$ cat config.mk
export PLATFORM = sky130hd
export DESIGN_NAME = imem_loader
export DESIGN_NICKNAME = d
export VERILOG_FILES = /design/src/rtl/imem_loader.sv
export SDC_FILE = /design/constraint.sdc
export NUM_CORES = 1
export LEC_CHECK = 0
export CORE_ASPECT_RATIO = 1.25
export CORE_MARGIN = 10
export CORE_UTILIZATION = 40
export CTS_CLUSTER_DIAMETER = 60
export DETAILED_ROUTE_END_ITERATION = 8
export DONT_BUFFER_PORTS = 1
export SETUP_SLACK_MARGIN = 0.05
export SYNTH_ARGS = -nofsm -noshare
export SYNTH_HDL_FRONTEND = slang
export SYNTH_SLANG_ARGS = --single-unit
$ cat constraint.sdc
create_clock -name clk -period 3.1 [get_ports clk]
set_input_delay 0.155 -clock clk [delete_from_list [all_inputs] [get_ports clk]]
set_output_delay 0.155 -clock clk [all_outputs]
set_load 0.05 [all_outputs]
$ cat src/rtl/imem_loader.sv
// imem_loader: writes a streamed program image into instruction memory.
// Frame: LEN (4 bytes LE), LEN data words (LE), XOR checksum word.
// Holds the core in reset (core_hold) until the image loads and verifies.
// Ports: clk, reset (async, active-low), start, byte_valid/byte_data/byte_ready,
// imem_we/imem_addr/imem_wdata, core_hold, busy, done, err.
module imem_loader #(
  parameter logic [31:0] BASE_ADDR = 32'h0000_0000,
  parameter int unsigned MAX_WORDS = 64
) (
  input  logic        clk,
  input  logic        reset,
  input  logic        start,
  input  logic        byte_valid,
  input  logic [7:0]  byte_data,
  output logic        byte_ready,
  output logic        imem_we,
  output logic [31:0] imem_addr,
  output logic [31:0] imem_wdata,
  output logic        core_hold,
  output logic        busy,
  output logic        done,
  output logic        err
);

  typedef enum logic [2:0] {
    ST_IDLE,
    ST_HDR,
    ST_DATA,
    ST_WRITE,
    ST_CSUM,
    ST_DONE,
    ST_ERR
  } state_t;

  state_t      state_q, state_d;
  logic [1:0]  bcnt_q, bcnt_d;
  logic [31:0] shift_q, shift_d;
  logic [31:0] len_q, len_d;
  logic [31:0] idx_q, idx_d;
  logic [31:0] csum_q, csum_d;
  logic        byte_ready_q, byte_ready_d;
  logic        imem_we_q, imem_we_d;
  logic [31:0] imem_addr_q, imem_addr_d;
  logic [31:0] imem_wdata_q, imem_wdata_d;
  logic        core_hold_q, core_hold_d;
  logic        busy_q, busy_d;
  logic        done_q, done_d;
  logic        err_q, err_d;

  logic        accept;
  logic        last_byte;
  logic [31:0] word_next;

  always_comb begin
    state_d      = state_q;
    bcnt_d       = bcnt_q;
    shift_d      = shift_q;
    len_d        = len_q;
    idx_d        = idx_q;
    csum_d       = csum_q;
    imem_addr_d  = imem_addr_q;
    imem_wdata_d = imem_wdata_q;

    accept    = byte_valid && byte_ready_q;
    last_byte = accept && (bcnt_q == 2'd3);
    // Bytes shift in from the top so the first byte lands in [7:0].
    word_next = {byte_data, shift_q[31:8]};

    if (accept) begin
      shift_d = word_next;
      bcnt_d  = bcnt_q + 2'd1;
    end

    case (state_q)
      ST_IDLE, ST_DONE, ST_ERR: begin
        if (start) begin
          state_d = ST_HDR;
          idx_d   = '0;
          csum_d  = '0;
          bcnt_d  = '0;
        end
      end
      ST_HDR: begin
        if (last_byte) begin
          len_d = word_next;
          if (word_next == '0 || word_next > 32'(MAX_WORDS)) begin
            state_d = ST_ERR;
          end else begin
            state_d = ST_DATA;
          end
        end
      end
      ST_DATA: begin
        if (last_byte) begin
          // Write address/data are loaded on entry so they are registered in WRITE.
          state_d      = ST_WRITE;
          imem_addr_d  = BASE_ADDR + {idx_q[29:0], 2'b00};
          imem_wdata_d = word_next;
        end
      end
      ST_WRITE: begin
        csum_d = csum_q ^ imem_wdata_q;
        idx_d  = idx_q + 32'd1;
        if (idx_q + 32'd1 == len_q) begin
          state_d = ST_CSUM;
        end else begin
          state_d = ST_DATA;
        end
      end
      ST_CSUM: begin
        if (last_byte) begin
          state_d = (word_next == csum_q) ? ST_DONE : ST_ERR;
        end
      end
      default: state_d = ST_IDLE;
    endcase

    // Outputs are registered from the next state so they track state_q exactly.
    byte_ready_d = (state_d == ST_HDR) || (state_d == ST_DATA) || (state_d == ST_CSUM);
    imem_we_d    = (state_d == ST_WRITE);
    busy_d       = (state_d == ST_HDR) || (state_d == ST_DATA) ||
                   (state_d == ST_WRITE) || (state_d == ST_CSUM);
    done_d       = (state_d == ST_DONE);
    err_d        = (state_d == ST_ERR);
    core_hold_d  = (state_d != ST_DONE);
  end

  always_ff @(posedge clk or negedge reset) begin
    if (!reset) begin
      state_q      <= ST_IDLE;
      bcnt_q       <= '0;
      shift_q      <= '0;
      len_q        <= '0;
      idx_q        <= '0;
      csum_q       <= '0;
      byte_ready_q <= 1'b0;
      imem_we_q    <= 1'b0;
      imem_addr_q  <= '0;
      imem_wdata_q <= '0;
      core_hold_q  <= 1'b1;
      busy_q       <= 1'b0;
      done_q       <= 1'b0;
      err_q        <= 1'b0;
    end else begin
      state_q      <= state_d;
      bcnt_q       <= bcnt_d;
      shift_q      <= shift_d;
      len_q        <= len_d;
      idx_q        <= idx_d;
      csum_q       <= csum_d;
      byte_ready_q <= byte_ready_d;
      imem_we_q    <= imem_we_d;
      imem_addr_q  <= imem_addr_d;
      imem_wdata_q <= imem_wdata_d;
      core_hold_q  <= core_hold_d;
      busy_q       <= busy_d;
      done_q       <= done_d;
      err_q        <= err_d;
    end
  end

  assign byte_ready = byte_ready_q;
  assign imem_we    = imem_we_q;
  assign imem_addr  = imem_addr_q;
  assign imem_wdata = imem_wdata_q;
  assign core_hold  = core_hold_q;
  assign busy       = busy_q;
  assign done       = done_q;
  assign err        = err_q;

endmodule

# Word level (Yosys, flattened, before mapping)
# Cells that the tools add are included.
# op_classes
addsub,2
mul,0
div,0
order_cmp,1
eq_ne,17
shifts,0
muxes,14
n_bitwise,1
reduce_logical,14
# op_table
op,n
$pmux W32 S2,2
$eq A32 B32 Y1,2
$add A32 B1 Y32 const B,1
$gt A32 B7 Y1 const B,1
$logic_not A32 Y1,1
$mux W32,1
$xor A32 B32 Y32,1
$eq A3 B3 Y1 const B,6
$mux W3,6
$pmux W3 S5,1
$eq A3 B2 Y1 const B,4
$mux W2,4
$eq A3 B1 Y1 const B,2
$reduce_and A2 Y1,3
$logic_or A1 B1 Y1,5
$logic_not A3 Y1,1
$ne A3 B3 Y1 const B,1
$reduce_or A3 Y1,1
$add A2 B1 Y2 const B,1
$eq A2 B2 Y1 const B,1
$logic_and A1 B1 Y1,2
$ne A2 B2 Y1 const B,1
$reduce_bool A2 Y1,1
# word_totals
regBits,201
latch_bits,0
ramBits,0
rom_bits,0
inputBits,12
output_inout_bits,70
word_cells,63
memories,0

# Logic depth before layout (Yosys ltp)
# Gate-level depths: netlist of the first run.
# logic_depth
word_depth,9
ltp_mapped,10
mapped_depth_nobuf,9

# Worst setup path before layout of the first run
# Ideal clock, no wire load.
# synth_path
path_type,register to register
start,reg idx_q[0]
end,reg state_q[1]
setup_ns,0.146
arrival_ns,2.666
required_time_ns,2.954
slack_ns,0.287
stages_incl_launch_ff,10
path_buffers,0
synth_period_minus_slack_ns,2.813
cell_sequence,dfrtp_1 -> ha_1 -> nand3_1 -> or4_4 -> or4_1 -> xnor2_1 -> nor4_1 -> nand4_1 -> nor4_2 -> o21ai_0
# synth_via
elab_chain_len,4
# synth_lines
element,line_no,rtl
"start, declared",39,"logic [31:0] idx_q, idx_d;"
"start signal, assigned",149,idx_q <= idx_d;
$add A32 B1 Y32,104,if (idx_q + 32'd1 == len_q) begin
$eq A32 B32 Y1,104,
$mux W3,104,
$pmux W3 S5,74,case (state_q)
net state_d[1],35,"state_t state_q, state_d;"
"end signal, assigned",145,state_q <= state_d;
"end, declared",35,
# The timed path passes the listed nets, and every way through them passes these cells.
# A chain may end at the register's enable or synchronous reset.

# Worst setup path in the final report of the first run
# Ends and elaborated chain as after synthesis.

==> results of run 1 <==
## metrics by stage
step | cells | hold slack (ns) | utilization
6_report | 1200 | -0.5834 | 0.4615
3_3_place_gp | 1158 | -0.1272 | 0.4314
5_1_grt | 1200 | -0.6078 | 0.4615
4_1_cts | 1199 | -0.6019 | 0.4612
3_5_place_dp | 1158 | -0.1279 | 0.4314
2_1_floorplan | 874 | -0.1406 | -
## critical path: stages, from the launching register on
cell and delay, ns:
dfrtp_1 0.35, ha_1 0.17, nand3_1 0.13, or4_4 0.57, nor3_4 0.38, nand4b_1 0.13, and3_1 0.23, a211o_1 0.28
nor4_2 0.32, o21ai_0 0.12
## registers in the layout, indices dropped and copies added, names as in the netlist
signal      flops
byte_ready      1
state_q         3
busy            1
bcnt_q          2
idx_q          32
imem_we         1
len_q          32
shift_q        24
err             1
imem_wdata     32
imem_addr      30
core_hold       1
csum_q         32
done            1
## path summary, 6_finish.rpt
check	endpoint	from	slack, ns
max in group asynchronous	csum_q[10]	reset	3.28
min reg2reg	len_q[10]	len_q[10]	0.53
min	csum_q[9]	reset	-0.58
max	state_q[1]	idx_q[0]	0.26
min in group clk	state_q[1]	start	0.09
max reg2reg	state_q[1]	idx_q[0]	0.26
## metal layers
layer	global-route usage	wire length, µm	share of wire
met1	0.2047	10350	0.42
met2	0.2755	12300	0.50
met3	0.04118	1452	0.059
met4	0.06808	674	0.027
met5	0	0	0
## where the power goes
part | switching [mW] | total (mW) | internal, mW
registers | 2.22 | 5.61 | 3.38
logic | 1.39 | 2.71 | 1.32
clock network | 1.06 | 2.28 | 1.22
total | 4.67 | 10.6 | 5.93
## area by class of cell
| type | instances | area share |
|---|---|---|
| clock buffers | 18 | 0.04009 |
| clock inverters | 14 | 0.01590 |
| inverters | 11 | 0.003857 |
| multi-input cells | 617 | 0.4116 |
| flip-flops and latches | 193 | 0.4514 |
| well taps | 288 | 0.03366 |
| repair buffers | 59 | 0.04348 |
## cell families after synthesis
logic type                 share of synthesized area
muxes                                         0.1430
other                                      0.0003955
AOI/OAI and AO/OA                            0.07324
and+or+nand+nor                               0.1461
adders and majority gates                   0.003695
DFF                                           0.5095
buffers and inverters                        0.02705
xor gates and xnor gates                     0.09699
## cell usage after synthesis, types with 2 or more instances
| cell | instances |
|---|---|
| o21ai_0 | 48 |
| nor4_1 | 23 |
| a21oi_1 | 22 |
| inv_1 | 11 |
| or2_2 | 2 |
| xnor2_1 | 26 |
| nand4b_1 | 3 |
| and2_1 | 6 |
| nand4_1 | 17 |
| nand2b_1 | 3 |
| nor3_1 | 17 |
| nor2b_1 | 6 |
| nand3_1 | 20 |
| ha_1 | 2 |
| dfrtp_1 | 192 |
| or4_1 | 6 |
| and4_1 | 6 |
| mux2_2 | 116 |
| buf_2 | 7 |
| a2111oi_0 | 2 |
| nor2_1 | 67 |
| mux2i_1 | 5 |
| nor3b_1 | 2 |
| buf_4 | 2 |
| and3_1 | 6 |
| a31oi_1 | 6 |
| clkbuf_1 | 44 |
| nand2_1 | 74 |
| o41ai_1 | 4 |
| o211ai_1 | 2 |
| or3_1 | 5 |
| o31ai_1 | 12 |
| xor2_1 | 79 |
## what timing repair did
action / in CTS / in global routing
gates resized for setup: 0 / 1
setup buffers: 0 / 1
hold endpoints to repair: 218 / 193
endpoints found under the setup margin: 0 / 2
==> out/results.ini, run 1 <==
[synth]
synth-edff-count=0
synth.distinct_cells=63
synth_top_area_frac=0.5067
synth_area_leaders=dfrtp_1, mux2_2, xor2_1
synthCells=873
yosys.area.top_type=dfrtp_1
synth_warnings=0
ys_ff_latch=193
synth-seq-area-share=0.5095
synth_flop_cell=dfrtp_1
avgSynthCellArea_um2=10.86
netlist_area_um2=9482
synthArstFlopShare=1.000

[timing]
min_period_over_period=0.9162
relSlewSlack=0.5622
rsz0062_at_grt=false
fin_tns_setup_ns=0
slew_violations=0
whs_ns=-0.5834
setup_ws_ns=0.2598
skew_ns=0.01314
hold_viol=193
fmax_ghz=0.3521
fin_crit_ns=2.840
worst_pin_slew_ns=0.6528
finalSetupViolations=0

[cts]
clockRootBuffer=clkbuf_16
cts.sinks=193
clockBufferDepth=2
cts_buffers=17
ctsHoldBuffers=9
cts_tree=yes
htreeDepth=4
clk_pin_slew_ns=0.08
clock_latency_ns=0.44

[setup_path]
critical_path_class=reg -> reg
cp.required_ns=3.38
crit_fanout=6
reg2reg_depth=9
end_kind=flop
worstSetupStartpointType=flop
arrival_ns=3.12

[placement]
place_congestion=0.8614
place_area_um2=10010
dpl_worst_slack_ns=0.1425
io_buffers=0
dp_hpwl_mm=17.11

[final_layout]
final_nets=913
multiInputGateArea_um2=4407
nFillCells=2113
seq_area_um2=4832
layout_commonest_cell=dfrtp_1
drive_gt1_frac=0.2292
mostFrequentLayoutCells=dfrtp_1, mux2_2, xor2_1
fin_area_um2=10710
area_growth_pct=12.91
antennaDiodeCount=0

[grt]
grt_pass1_vias=6743
grt_overflow=0
gr-usage-all-layers=0.1671
grt_pass1_wl_mm=39.55
grt_max_degree=194
antenna_found_initial=0

[power]
peakVddDrop_mv=0.4810
cellPowerDensity_nw_per_um2=990.1
leakage_nw=4.818
p_total_mw=10.60

[routing]
post_drt_wl_per_cell_um=20.65
drcViolationCount=0
vias_per_cell=5.643
wirelength_mm=24.78
vias=6771
route.antenna.remaining_nets=0
drt_iter0_drc=509
first_pass_iters=7

[floorplan]
ioPinCount=82
die_w_um=157.7
die_h_um=192.1
coreArea_um2=23190
initial_core_util=0.4088
die_area_um2=30300
rows=62

[min_path]
hp-class=in -> async

[run_status]
failed_checks=hold timing
status=complete, but fails checks

[flow_run]
maxCapViolations=0

(Power assumes the default switching activity.)
==> inputs of run 2 (changes only) <==
--- a/config.mk
+++ b/config.mk
@@ -11,7 +11,10 @@
 export CTS_CLUSTER_DIAMETER = 60
 export DETAILED_ROUTE_END_ITERATION = 8
 export DONT_BUFFER_PORTS = 1
+export PLACE_DENSITY_LB_ADDON = 0.1
+export REMOVE_ABC_BUFFERS = 1
 export SETUP_SLACK_MARGIN = 0.05
+export SLEW_MARGIN = 10
 export SYNTH_ARGS = -nofsm -noshare
 export SYNTH_HDL_FRONTEND = slang
 export SYNTH_SLANG_ARGS = --single-unit
==> out/results.ini, run 2 (synthesized netlist as in run 1, its figures left out) <==
[placement]
io_buffers=0  ; unchanged
dp_hpwl_mm=17.45  ; +2.0%
place_congestion=0.9081  ; +5.4%
place_area_um2=10000  ; about the same

[cts]
cts_setup_buffers=0  ; unchanged
cts_tree=yes
cts.sinks=193  ; unchanged
clock_latency_ns=0.43  ; about the same
htreeDepth=4  ; unchanged
clk_pin_slew_ns=0.07  ; about the same
clockRootBuffer=clkbuf_16
clockBufferDepth=2  ; unchanged
ctsHoldBuffers=9  ; unchanged
cts_buffers=17  ; unchanged

[setup_path]
critical_path_class=reg -> reg
reg2reg_depth=10  ; +1
slowest_stage=or4_4
end_kind=flop
cp.required_ns=3.37  ; about the same
worstSetupStartpointType=flop
ff2ff_setup_slack_ns=0.23  ; -0.03 ns
arrival_ns=3.14  ; +0.02 ns
cpPeakStageDelay_ns=0.52  ; -0.05 ns
path_cells=ha_1 > nand3_2 > or4_4 > buf_4 > nor3_4 > nand4b_1 > and3_1 > a211o_1 > nor4_4 > o21ai_0
crit_fanout=6  ; unchanged

[grt]
gr-usage-all-layers=0.1732  ; +0.006059
grt_overflow=0  ; unchanged
grt_pass1_wl_mm=40.94  ; +3.5%
grt_max_degree=194  ; unchanged
grt_pass1_vias=6893  ; +2.2%
antenna_found_initial=0  ; unchanged

[power]
leakage_nw=4.785  ; -0.70%
cellPowerDensity_nw_per_um2=982.1  ; -0.80%
peakVddDrop_mv=0.6314  ; +31%

[timing]
rsz0062_at_grt=false
whs_ns=-0.5731  ; +0.01034 ns
worst_pin_slew_ns=0.6169  ; -0.03593 ns
fmax_ghz=0.3479  ; -1.2%
relSlewSlack=0.5844  ; +0.02223
slew_violations=0  ; unchanged
hold_viol=193  ; unchanged
skew_ns=0.01398  ; +0.0008434 ns
finalSetupViolations=0  ; unchanged
min_period_over_period=0.9273  ; +0.01109
fin_crit_ns=2.875  ; +0.03439 ns
fin_tns_setup_ns=0  ; unchanged

[routing]
route.antenna.remaining_nets=0  ; unchanged
drt_iter0_drc=405  ; -20%
vias=6735  ; -0.53%
wirelength_mm=25.48  ; +2.8%
post_drt_wl_per_cell_um=21.34  ; +3.3%
vias_per_cell=5.641  ; about the same
first_pass_iters=5  ; -2
drcViolationCount=0  ; unchanged

[final_layout]
antennaDiodeCount=0  ; unchanged
fin_area_um2=10660  ; -0.40%
final_nets=908  ; -0.55%
layout_commonest_cell=dfrtp_1
area_growth_pct=12.46
mostFrequentLayoutCells=dfrtp_1, mux2_2, xor2_1
drive_gt1_frac=0.2241  ; -0.005105
fin_util=0.4597  ; -0.001834

[min_path]
hp-class=in -> async

[floorplan]
rows=62  ; unchanged
ioPinCount=82  ; unchanged
coreArea_um2=23190  ; unchanged
die_w_um=157.7  ; unchanged
initial_core_util=0.4088  ; unchanged
die_area_um2=30300  ; unchanged
die_h_um=192.1  ; unchanged

[run_status]
status=complete, but fails checks
failed_checks=hold timing

[flow_run]
maxCapViolations=0  ; unchanged

## run 2: cell types whose count changed in the layout (fill, tap and decap cells not counted), sizes merged
cell    previous run  this run
buf               50        45
clkinv             3         4
inv               18        17
bufinv             2         1
## run 2: worst paths after layout
check | from | endpoint
min in group clk | start | state_q[1]
worst min register to register | len_q[10] | len_q[10]
worst max register to register | idx_q[1] | state_q[1]
worst min-delay path | reset | imem_wdata[3]
worst max-delay path | idx_q[1] | state_q[1]
max in group asynchronous | reset | core_hold
## run 2: what timing repair did
item / CTS / global route
endpoints found under the setup margin: 0 / 2
gates resized for setup: 0 / 2
endpoints found under the hold margin: 218 / 193
## run 2: worst max-delay path, delay by kind of cell (launching register included)
family / cells / cell delay, ns
AO/OA/AOI/OAI: 2 / 0.41
AND/OR/NAND/NOR: 6 / 1.59
buffers and inverters: 1 / 0.18
adder cells (fa/ha/maj): 1 / 0.19
flip-flops: 1 / 0.36
## run 2: final cells by class
cell class	count	area, µm²
Clock buffer	18	429.2
Multi-Input combinational cell	617	4420
Clock inverter	13	127.6
Tap cell	288	360.3
Inverter	11	41.29
Sequential cell	193	4831
Fill cell	2165	12530
Timing Repair Buffer	54	452.9
## run 2: where the power goes
group	switching [mW]	internal (mW)	total, mW
clock network	1.02	1.12	2.15
registers	2.23	3.38	5.61
logic	1.38	1.33	2.71
## run 2: layer usage
metal | wire, µm | up-vias | track usage
li1 | - | 3130 | -
met2 | 12650 | 160 | 0.2906
met5 | 0 | - | 0
met1 | 10940 | 3420 | 0.2141
met4 | 451 | 0 | 0.05115
met3 | 1433 | 25 | 0.04454
## run 2: stage by stage
stage,instances,worst slack [ns],power (mW)
detailed placement,1154,0.07858,8.407
floorplan,821,-2.945,7.299
global route,1194,0.09241,11.10
global placement,1154,0.2081,8.326
CTS,1194,0.07933,10.59
finish,1194,0.2254,10.47
